$ cat src/rtl/cpu_pkg.sv
// Shared definitions for the multicycle MIPS datapath: default width,
// divider state encodings and two's-complement helpers.
package cpu_pkg;

    localparam int CPU_WIDTH = 32;

    typedef enum logic [1:0] {
        DIV_IDLE   = 2'b00,
        DIV_CALC   = 2'b01,
        DIV_FINISH = 2'b10
    } div_state_t;

    // Two's-complement negate when neg is set; wraps modulo 2^CPU_WIDTH.
    function automatic logic [CPU_WIDTH-1:0] cond_neg(
        input logic [CPU_WIDTH-1:0] value,
        input logic                 neg
    );
        return neg ? ((~value) + CPU_WIDTH'(1)) : value;
    endfunction

    // Magnitude of a signed word; the most negative value maps to itself,
    // which is still the correct unsigned magnitude.
    function automatic logic [CPU_WIDTH-1:0] abs_val(
        input logic [CPU_WIDTH-1:0] value
    );
        return cond_neg(value, value[CPU_WIDTH-1]);
    endfunction

endpackage

$ cat src/rtl/div_step.sv
// One restoring-division iteration: shift in the next dividend bit and
// subtract the divisor magnitude if the partial remainder allows it.
module div_step
    import cpu_pkg::*;
#(
    parameter int WIDTH = CPU_WIDTH
) (
    input  logic [WIDTH:0]   rem,
    input  logic             q_msb,
    input  logic [WIDTH-1:0] divisor_mag,
    output logic [WIDTH:0]   new_rem,
    output logic             q_bit
);

    logic [WIDTH:0] rem_shift;
    logic [WIDTH:0] diff;

    always_comb begin
        rem_shift = {rem[WIDTH-1:0], q_msb};
        diff      = rem_shift - {1'b0, divisor_mag};
        // Sign bit of the extra remainder bit tells whether the subtract borrowed.
        q_bit     = ~diff[WIDTH];
        new_rem   = q_bit ? diff : rem_shift;
    end

endmodule

$ cat src/rtl/div_unit.sv
// Multi-cycle signed divider producing MIPS LO (quotient) and HI (remainder),
// one quotient bit per clock with a final sign-correction cycle.
module div_unit
    import cpu_pkg::*;
#(
    parameter int WIDTH = CPU_WIDTH,
    parameter int CNT_W = 6
) (
    input  logic                    clk,
    input  logic                    reset,
    input  logic                    div_start,
    input  logic signed [WIDTH-1:0] dividend,
    input  logic signed [WIDTH-1:0] divisor,
    output logic [WIDTH-1:0]        hi_out,
    output logic [WIDTH-1:0]        lo_out,
    output logic                    div_done,
    output logic                    divzero,
    output logic                    busy
);

    div_state_t       state, state_next;
    logic [WIDTH:0]   rem, rem_next;
    logic [WIDTH-1:0] q, q_next;
    logic [WIDTH-1:0] dmag, dmag_next;
    logic             sign_q, sign_q_next;
    logic             sign_r, sign_r_next;
    logic [CNT_W-1:0] counter, counter_next;
    logic [WIDTH-1:0] hi_next, lo_next;
    logic             done_next, divzero_next, busy_next;

    logic [WIDTH:0]   step_rem;
    logic             step_bit;

    div_step #(.WIDTH(WIDTH)) u_step (
        .rem         (rem),
        .q_msb       (q[WIDTH-1]),
        .divisor_mag (dmag),
        .new_rem     (step_rem),
        .q_bit       (step_bit)
    );

    always_ff @(posedge clk or negedge reset) begin
        if (!reset) begin
            state    <= DIV_IDLE;
            rem      <= '0;
            q        <= '0;
            dmag     <= '0;
            sign_q   <= 1'b0;
            sign_r   <= 1'b0;
            counter  <= '0;
            hi_out   <= '0;
            lo_out   <= '0;
            div_done <= 1'b0;
            divzero  <= 1'b0;
            busy     <= 1'b0;
        end else begin
            state    <= state_next;
            rem      <= rem_next;
            q        <= q_next;
            dmag     <= dmag_next;
            sign_q   <= sign_q_next;
            sign_r   <= sign_r_next;
            counter  <= counter_next;
            hi_out   <= hi_next;
            lo_out   <= lo_next;
            div_done <= done_next;
            divzero  <= divzero_next;
            busy     <= busy_next;
        end
    end

    always_comb begin
        state_next   = state;
        rem_next     = rem;
        q_next       = q;
        dmag_next    = dmag;
        sign_q_next  = sign_q;
        sign_r_next  = sign_r;
        counter_next = counter;
        hi_next      = hi_out;
        lo_next      = lo_out;
        done_next    = 1'b0;
        divzero_next = 1'b0;
        busy_next    = busy;

        case (state)
            DIV_IDLE: begin
                if (div_start) begin
                    // A zero divisor is reported and the results are left untouched.
                    if (divisor == '0) begin
                        divzero_next = 1'b1;
                    end else begin
                        sign_q_next  = dividend[WIDTH-1] ^ divisor[WIDTH-1];
                        sign_r_next  = dividend[WIDTH-1];
                        q_next       = abs_val(dividend);
                        dmag_next    = abs_val(divisor);
                        rem_next     = '0;
                        counter_next = CNT_W'(WIDTH - 1);
                        state_next   = DIV_CALC;
                        busy_next    = 1'b1;
                    end
                end
            end

            DIV_CALC: begin
                rem_next = step_rem;
                q_next   = {q[WIDTH-2:0], step_bit};
                if (counter == '0) begin
                    state_next = DIV_FINISH;
                end else begin
                    counter_next = counter - CNT_W'(1);
                end
            end

            DIV_FINISH: begin
                // Quotient truncates toward zero; remainder follows the dividend sign.
                lo_next    = cond_neg(q, sign_q);
                hi_next    = cond_neg(rem[WIDTH-1:0], sign_r);
                done_next  = 1'b1;
                busy_next  = 1'b0;
                state_next = DIV_IDLE;
            end

            default: begin
                state_next = DIV_IDLE;
                busy_next  = 1'b0;
            end
        endcase
    end

endmodule

$ cat config.mk
export PLATFORM = sky130hd
export DESIGN_NAME = div_unit
export DESIGN_NICKNAME = d
export VERILOG_FILES = /design/src/rtl/cpu_pkg.sv /design/src/rtl/div_step.sv /design/src/rtl/div_unit.sv
export SDC_FILE = /design/constraint.sdc
export NUM_CORES = 1
export LEC_CHECK = 0
export CORE_AREA = 2 2 143 145
export CTS_BUF_LIST = sky130_fd_sc_hd__clkbuf_4
export CTS_CLUSTER_SIZE = 20
export DETAILED_ROUTE_END_ITERATION = 6
export DIE_AREA = 0 0 145 147
export GPL_ROUTABILITY_DRIVEN = 0
export GPL_TIMING_DRIVEN = 0
export PLACE_DENSITY = 0.91
export SLEW_MARGIN = 10
export SYNTH_ARGS = -nofsm -noshare
export SYNTH_HDL_FRONTEND = slang
export SYNTH_HIERARCHICAL = 1
export SYNTH_SLANG_ARGS = --single-unit
$ cat constraint.sdc
create_clock -name clk -period 5.2 [get_ports clk]
set_input_delay 1.04 -clock clk [delete_from_list [all_inputs] [get_ports clk]]
set_output_delay 1.04 -clock clk [all_outputs]
set_load 0.005 [all_outputs]
# Word-level counts from Yosys, hierarchy flattened
# Cells that the tools add are included.
dict set report classes {
  shifts 0
  div_mod_pow 0
  reduce_logical 9
  magnitude_cmp 0
  mul 0
  muxes 26
  add_sub_neg 6
  bitwise 8
  eq_ne 6
}
# cell n
set op_table {}
lappend op_table {{two-way mux 32 bit} 9}
lappend op_table {{adder 32 x 1 -> 32 bit, second input constant} 4}
lappend op_table {{NOT 32 bit} 4}
lappend op_table {{one-hot mux 32 bit (2 select lines)} 2}
lappend op_table {{subtractor 33 x 32 -> 33 bit} 1}
lappend op_table {{zero test 32 bit} 1}
lappend op_table {{two-way mux 6 bit} 3}
lappend op_table {{one-hot mux 6 bit (2 select lines)} 1}
lappend op_table {{AND reduction 3 bit} 4}
lappend op_table {{inequality test 2 bit, second input constant} 4}
lappend op_table {{zero test 6 bit} 1}
lappend op_table {{two-way mux 1 bit} 6}
lappend op_table {{two-way mux 2 bit} 3}
lappend op_table {{subtractor 6 x 1 -> 6 bit, second input constant} 1}
lappend op_table {{one-hot mux 2 bit (2 select lines)} 1}
lappend op_table {{AND reduction 4 bit} 1}
lappend op_table {{NOT 1 bit} 3}
lappend op_table {{== test 2 x 1 -> 1 bit, second input constant} 1}
lappend op_table {{== test 2 bit, second input constant} 1}
lappend op_table {{zero test 2 bit} 1}
lappend op_table {{one-hot mux 1 bit (2 select lines)} 1}
lappend op_table {{nonzero test 2 bit} 1}
lappend op_table {{bitwise XOR 1 bit} 1}
dict set report word_totals {
  latchBits 0
  n_memories 0
  register_bits 173
  out_inout_bits 67
  rom_bits 0
  word_cells 67
  ram_bits 0
  inputBits 67
}

# Longest topological paths before layout
# Gate-level depths: netlist of run 1.
dict set report depth {
  word_depth 6
  mapped_depth 17
  ltp_nobuf 16
}

# Modules after synthesis
# The synthesis of run 1 kept the hierarchy.
# module instances cells_each seq_area_each_um2 area_each_um2
set modules_own_cells {}
lappend modules_own_cells {div_unit 1 931 4354.2 8977.4}
lappend modules_own_cells {div_step 1 360 0.0 2498.6}

# Worst setup path after synthesis of run 1
# Ideal clock, no wire load.
dict set report synth_timing {
  path_type {register to register}
  from {reg q[31]}
  to {reg rem[15]}
  t_required_ns 5.079
  setup_slack_ns 1.576
  n_path_buf 2
  setup_ns 0.121
  path_stages_with_launch 16
  period_less_slack_ns 3.624
  arrival_time_ns 3.503
  path_cell_list {dfrtp_1 inv_1 ha_1 fa_1 or2b_1 a21oi_1 o21bai_1 a21oi_2 o2111ai_1 a311o_1 o211ai_1 ha_1 buf_6 buf_1 mux2_2 a22o_1}
}
dict set report synth_between {
  elab_chain_cells 3
}
# element line_no
set synth_lines {}
lappend synth_lines {{start, declared} div_unit.sv:23} ;# logic [WIDTH-1:0] q, q_next;
lappend synth_lines {{start signal, assigned} div_unit.sv:59} ;# q <= q_next;
lappend synth_lines {{subtractor 33 x 32 -> 33 bit} div_step.sv:20} ;# diff = rem_shift - {1'b0, divisor_mag};
lappend synth_lines {{two-way mux 32 bit} div_step.sv:23} ;# new_rem = q_bit ? diff : rem_shift;
lappend synth_lines {{named net step_rem[15]} div_unit.sv:31} ;# logic [WIDTH:0] step_rem;
lappend synth_lines {{one-hot mux 32 bit (2 select lines)} div_unit.sv:86} ;# case (state)
lappend synth_lines {{end signal, assigned} div_unit.sv:58} ;# rem <= rem_next;
lappend synth_lines {{end, declared} div_unit.sv:22} ;# logic [WIDTH:0] rem, rem_next;
# The timed path passes the listed nets, and every way through them passes these cells.
# A chain may end at the register's enable or synchronous reset.

# Worst setup path in the final report of run 1
dict set report layout_timing {
  from {reg q[31]}
  to {reg rem[19]}
}
# Same word-level chain as after synthesis.

==> results of run 1 <==
==> layout make-up <==
class                      count  area share
multi-input combinational    989       0.489
timing repair buffer         131      0.0995
clock inverter                15      0.0119
sequential                   173       0.323
buffer                        74      0.0264
inverter                      53      0.0148
clock buffer                  17     0.00952
tap                          270      0.0252
antenna                        1    0.000187
==> power groups by stage <==
stage,clock [mW],sequential [mW],combinational (mW)
floorplan,0,1.96,2.57
global placement,0,2.12,3.13
detailed placement,0,2.15,3.25
CTS,0.779,2.12,3.29
global route,0.829,2.19,3.68
finish,0.776,2.16,3.40
==> worst min-delay path by stage <==
stage | startpoint | end | depth (start not counted)
2_1_floorplan | dmag[31]$_DFFE_PN0P_ | dmag[31]$_DFFE_PN0P_ | 2
3_3_place_gp | hi_out[24]$_DFFE_PN0P_ | hi_out[24]$_DFFE_PN0P_ | 2
3_5_place_dp | lo_out[5]$_DFFE_PN0P_ | lo_out[5]$_DFFE_PN0P_ | 2
4_1_cts | reset | dmag[4]$_DFFE_PN0P_ | 1
5_1_grt | reset | dmag[26]$_DFFE_PN0P_ | 1
6_report | reset | dmag[4]$_DFFE_PN0P_ | 1
==> routing by layer <==
| layer | vias up | wire length, um | GRT usage |
|---|---|---|---|
| met5 | - | 0 | 0 |
| met4 | 0 | 803 | 0.108 |
| met3 | 76 | 2850 | 0.0575 |
| met2 | 578 | 14500 | 0.480 |
| met1 | 5066 | 13100 | 0.395 |
| li1 | 4992 | - | - |
==> state kept, by name (all words and copies together) (netlist names) <==
| signal | cells |
|---|---|
| hi_out | 32 |
| divzero | 1 |
| dmag | 32 |
| q | 32 |
| counter | 6 |
| lo_out | 32 |
| state | 2 |
| rem | 32 |
| sign_q | 1 |
| busy | 1 |
| sign_r | 1 |
| div_done | 1 |
==> critical path, delay by kind of cell (launching register included) <==
family	cells	cell delay, ps
AO/OA/AOI/OAI	7	1460
adder cells (fa/ha/maj)	3	930
multiplexers	1	420
AND/OR/NAND/NOR	1	270
buffers and inverters	3	810
flip-flops	1	520
==> layout by cell type (no fill, tap or decap), types with 26 or more instances in the layout <==
cell,instances
dfrtp_1,173
o21ai_0,170
nand2_1,164
clkdlybuf4s50_1,129
xor2_1,112
a21oi_1,55
inv_1,53
nor2_1,51
clkbuf_1,47
o31ai_1,40
ha_1,39
a22o_1,32
xnor2_1,26
==> per-stage QoR <==
step           TNS (ps)  setup WS, ps   util
6_report              0           666  0.675
4_1_cts               0           784  0.675
3_3_place_gp    -593560         -3450  0.659
2_1_floorplan         0          1580      -
3_5_place_dp          0           802  0.661
5_1_grt               0           569  0.675
==> flow_summary.json, run 1 <==
{
  "powerDensity_nw_per_um2": 473,
  "nFillCells": 1471,
  "cp-start-kind": "flip-flop",
  "p_seq_frac": 0.341,
  "crit_chain": "inv_1, ha_1, fa_1, or2b_1, a21oi_1, o21bai_1, a21oi_2, o2111ai_1, a311o_1, o211ai_1, ha_1, buf_6, buf_1, mux2_2, a22o_1",
  "cts_buffer_depth": 2,
  "die_area_um2": 21300,
  "drtPass1Iterations": 5,
  "hold_viol": 0,
  "boundaryPins": 134,
  "drt-vias-per-instance": 6.22,
  "crit_fanout": 10,
  "critPathLaunch": "q[31]$_DFFE_PN0P_",
  "dp_cells": 1690,
  "r2r_end": "rem[19]$_DFFE_PN0P_",
  "grt_antenna_before_repair": 1,
  "cts.sinks": 173,
  "p_total_mw": 6.34,
  "crit_arrival_ps": 5030,
  "clk_pin_slew_worst_paths_ps": 150,
  "cts_tree": "built",
  "cp_slowest_cell": "buf_1",
  "dieHeight_um": 147,
  "overflow": 0,
  "fin_area_um2": 13400,
  "reg2reg_slack_ps": 670,
  "worst_pin_slew_ps": 1060,
  "drc": 0,
  "pwr-share-clk": 0.122,
  "dpl.hpwl_mm": 24.4,
  "p_sw_frac": 0.455,
  "crit_type": "reg2reg",
  "syn_nets": 1396,
  "whs_ps": 423,
  "ctsHoldBuffers": 0,
  "grt_usage": 0.295,
  "rsz0062_at_grt": "false",
  "crit_end": "rem[19]$_DFFE_PN0P_",
  "clk_latency_ps": 610,
  "vias": 10712,
  "die_w_um": 145,
  "end_kind": "flip-flop",
  "final_cell_count_no_fill": 1723,
  "postCtsSetupRepairBufs": 0,
  "synth_cells": 1289,
  "maxCapViolCount": 0,
  "routedWlPerCell_um": 18.2,
  "p_switching_mw": 2.89,
  "skew_ps": 20.7,
  "slew_violations": 0,
  "r2r_start": "q[31]$_DFFE_PN0P_",
  "multi_input_comb_area_um2": 6560,
  "syn_area_per_cell_um2": 8.88,
  "p_leak_nw": 5.22,
  "fmax_ghz": 0.221,
  "period_needed_ps": 4530,
  "ant_nets": 0,
  "area_growth_syn_to_layout_pct": 17.1,
  "clock-root-buffer": "clkbuf_4",
  "fin_crit_sh": 0.872,
  "rows": 52,
  "grt_max_degree": 94,
  "vdd.ir_drop.worst_mv": 0.242,
  "p_comb_frac": 0.537,
  "synth_area_um2": 11400,
  "hold_path.class": "in2async",
  "register_area_um2": 4330,
  "core_um2": 19800,
  "cts_resized": 0,
  "place_area_um2": 13100,
  "grt_first_pass_wirelength_mm": 51.2,
  "drive_gt1_frac": 0.0696,
  "cts_buffers": 17,
  "status": "finished, final reports clean",
  "port-buffer-count": 130,
  "initial_core_util": 0.577,
  "wirelength_mm": 31.3,
  "slowest_delay_ps": 530,
  "cp.required_ps": 5690,
  "crit_path_frequent_cell": "ha_1",
  "finalSetupViolations": 0,
  "htreeDepth": 4,
  "drt-initial-drc-count": 997,
  "nets": 1546,
  "ff2ff_path_depth": 15,
  "ys_warn_count": 6,
  "p_int_mw": 3.45,
  "slew_headroom": 0.293,
  "grt_pass1_vias": 10384
}
No activity file was read; power rests on OpenSTA's default activity.
==> run 2, diff against run 1 <==
Settings changed: HOLD_SLACK_MARGIN set to 0.06, RECOVER_POWER set to 25.
==> flow_summary.json, run 2 (synthesized netlist as in run 1, its figures left out) <==
{
  "status": "complete, but fails checks",
  "failed_checks": "design-rule violations, max-capacitance violations, max-slew violations",
  "most-common-layout-cells": "173 x dfrtp_1, 170 x o21ai_0, 164 x nand2_1",
  "finalSetupViolations": 0,
  "period_needed_ps": 4520,
  "clock-root-buffer": "clkbuf_4",
  "htreeDepth": 4,
  "initial_core_util": 0.577,
  "rsz0062_at_grt": "false",
  "r2r_end": "rem[19]$_DFFE_PN0P_",
  "drtPass1Iterations": 7,
  "use_met1": 0.395,
  "die_w_um": 145,
  "cts_resized": 0,
  "dp_cells": 1690,
  "cts.sinks": 173,
  "ff2ff_path_depth": 15,
  "cts_buffer_depth": 2,
  "whs_ps": 499,
  "slew_headroom": -0.510,
  "maxCapViolCount": 2,
  "dieHeight_um": 147,
  "min_delay_path_depth": 2,
  "nets": 1546,
  "p_leak_nw": 5.21,
  "dpl.hpwl_mm": 24.4,
  "drc": 2,
  "hold_path.class": "reg2reg",
  "powerDensity_nw_per_um2": 474,
  "crit_arrival_ps": 5020,
  "r2r_start": "q[31]$_DFFE_PN0P_",
  "post-route-util": 0.674,
  "grt_antenna_before_repair": 1,
  "hold_path_end": "lo_out[5]$_DFFE_PN0P_",
  "grt.busiest_layer": "met2",
  "drt-initial-drc-count": 993,
  "crit_fanout": 10,
  "hold_viol": 0,
  "postCtsSetupRepairBufs": 0,
  "final_cell_count_no_fill": 1723,
  "vdd.ir_drop.worst_mv": 0.243,
  "grt_pass1_vias": 10384,
  "fmax_ghz": 0.221,
  "overflow": 0,
  "reg2reg_slack_ps": 680,
  "layout.cells.most_common": "dfrtp_1",
  "clk_pin_slew_worst_paths_ps": 160,
  "ant_nets": 0,
  "rows": 52,
  "die_area_um2": 21300,
  "grt_usage": 0.295,
  "grt_max_degree": 94,
  "cts_buffers": 17,
  "fin_crit_sh": 0.869,
  "slew_violations": 176,
  "crit_type": "reg2reg",
  "grtUsageMet2": 0.480,
  "drive_gt1_frac": 0.0696,
  "skew_ps": 20.8,
  "core_um2": 19800,
  "routedWlPerCell_um": 18.1,
  "cts_tree": "built",
  "wirelength_mm": 31.2,
  "port-buffer-count": 130,
  "use_met3": 0.0575,
  "vias": 10740,
  "drt-vias-per-instance": 6.23,
  "area_growth_syn_to_layout_pct": 16.9,
  "cp-start-kind": "flip-flop",
  "cp.required_ps": 5700,
  "grt_first_pass_wirelength_mm": 51.2,
  "worst_pin_slew_ps": 2270,
  "end_kind": "flip-flop",
  "min_from": "lo_out[5]$_DFFE_PN0P_",
  "clk_latency_ps": 610,
  "boundaryPins": 134,
  "ctsHoldBuffers": 0
}
[run 2: cell count changes in the layout (fill, tap and decap cells not counted)]
cell      change
clkbuf_2      +2
buf_8         -1
buf_16        -1
[run 2: cell type report]
| cell class | instances | area [um^2] |
|---|---|---|
| inverters | 53 | 199 |
| diodes | 1 | 2.50 |
| clock inverters | 15 | 159 |
| clock buffers | 17 | 128 |
| plain buffers | 74 | 354 |
| fillers | 1475 | 6470 |
| repair buffers | 131 | 1300 |
| multi-input cells | 989 | 6560 |
| well taps | 270 | 338 |
| flip-flops and latches | 173 | 4330 |
[run 2: worst max-delay path, cell delays in order (launching register included)]
cell	delay (ps)
dfrtp_1	510
inv_1	80
ha_1	230
fa_1	410
or2b_1	270
a21oi_1	200
o21bai_1	170
a21oi_2	240
o2111ai_1	210
a311o_1	320
o211ai_1	100
ha_1	300
buf_6	200
buf_1	520
mux2_2	420
a22o_1	220
[run 2: per-stage QoR]
| step | power, mW | instance area (um^2) | setup WS [ps] | TNS, ps |
|---|---|---|---|---|
| 2_1_floorplan | 4.52 | 11400 | 1580 | 0 |
| 3_3_place_gp | 5.25 | 13100 | -3450 | -593560 |
| 3_5_place_dp | 5.40 | 13100 | 802 | 0 |
| 4_1_cts | 6.20 | 13400 | 784 | 0 |
| 5_1_grt | 6.69 | 13400 | 536 | 0 |
| 6_report | 6.33 | 13400 | 680 | 0 |
[run 2: where the power goes]
part / internal (mW) / leakage (nW) / switching, mW / total [mW]
sequential: 1.62 / 2.24 / 0.535 / 2.16
clock: 0.252 / 0.143 / 0.524 / 0.776
combinational: 1.58 / 2.82 / 1.82 / 3.40
total: 3.45 / 5.21 / 2.88 / 6.33
[run 2: worst max path at each step]
stage | cells past startpoint | slack (ps) | start | end
after global routing | 2 | 540 | reset | q[19]$_DFFE_PN0P_
after floorplan | 15 | 1580 | q[31]$_DFFE_PN0P_ | rem[15]$_DFFE_PN0P_
after global placement | 1 | -3450 | reset | lo_out[18]$_DFFE_PN0P_
after CTS | 15 | 780 | q[31]$_DFFE_PN0P_ | rem[21]$_DFFE_PN0P_
after detailed placement | 12 | 800 | divisor[0] | q[10]$_DFFE_PN0P_
final | 15 | 680 | q[31]$_DFFE_PN0P_ | rem[19]$_DFFE_PN0P_
[run 2: routing by layer]
metal / up-vias / share of wire
li1: 4993 / -
met1: 5090 / 0.42
met2: 580 / 0.46
met3: 77 / 0.089
met4: 0 / 0.026
met5: - / 0
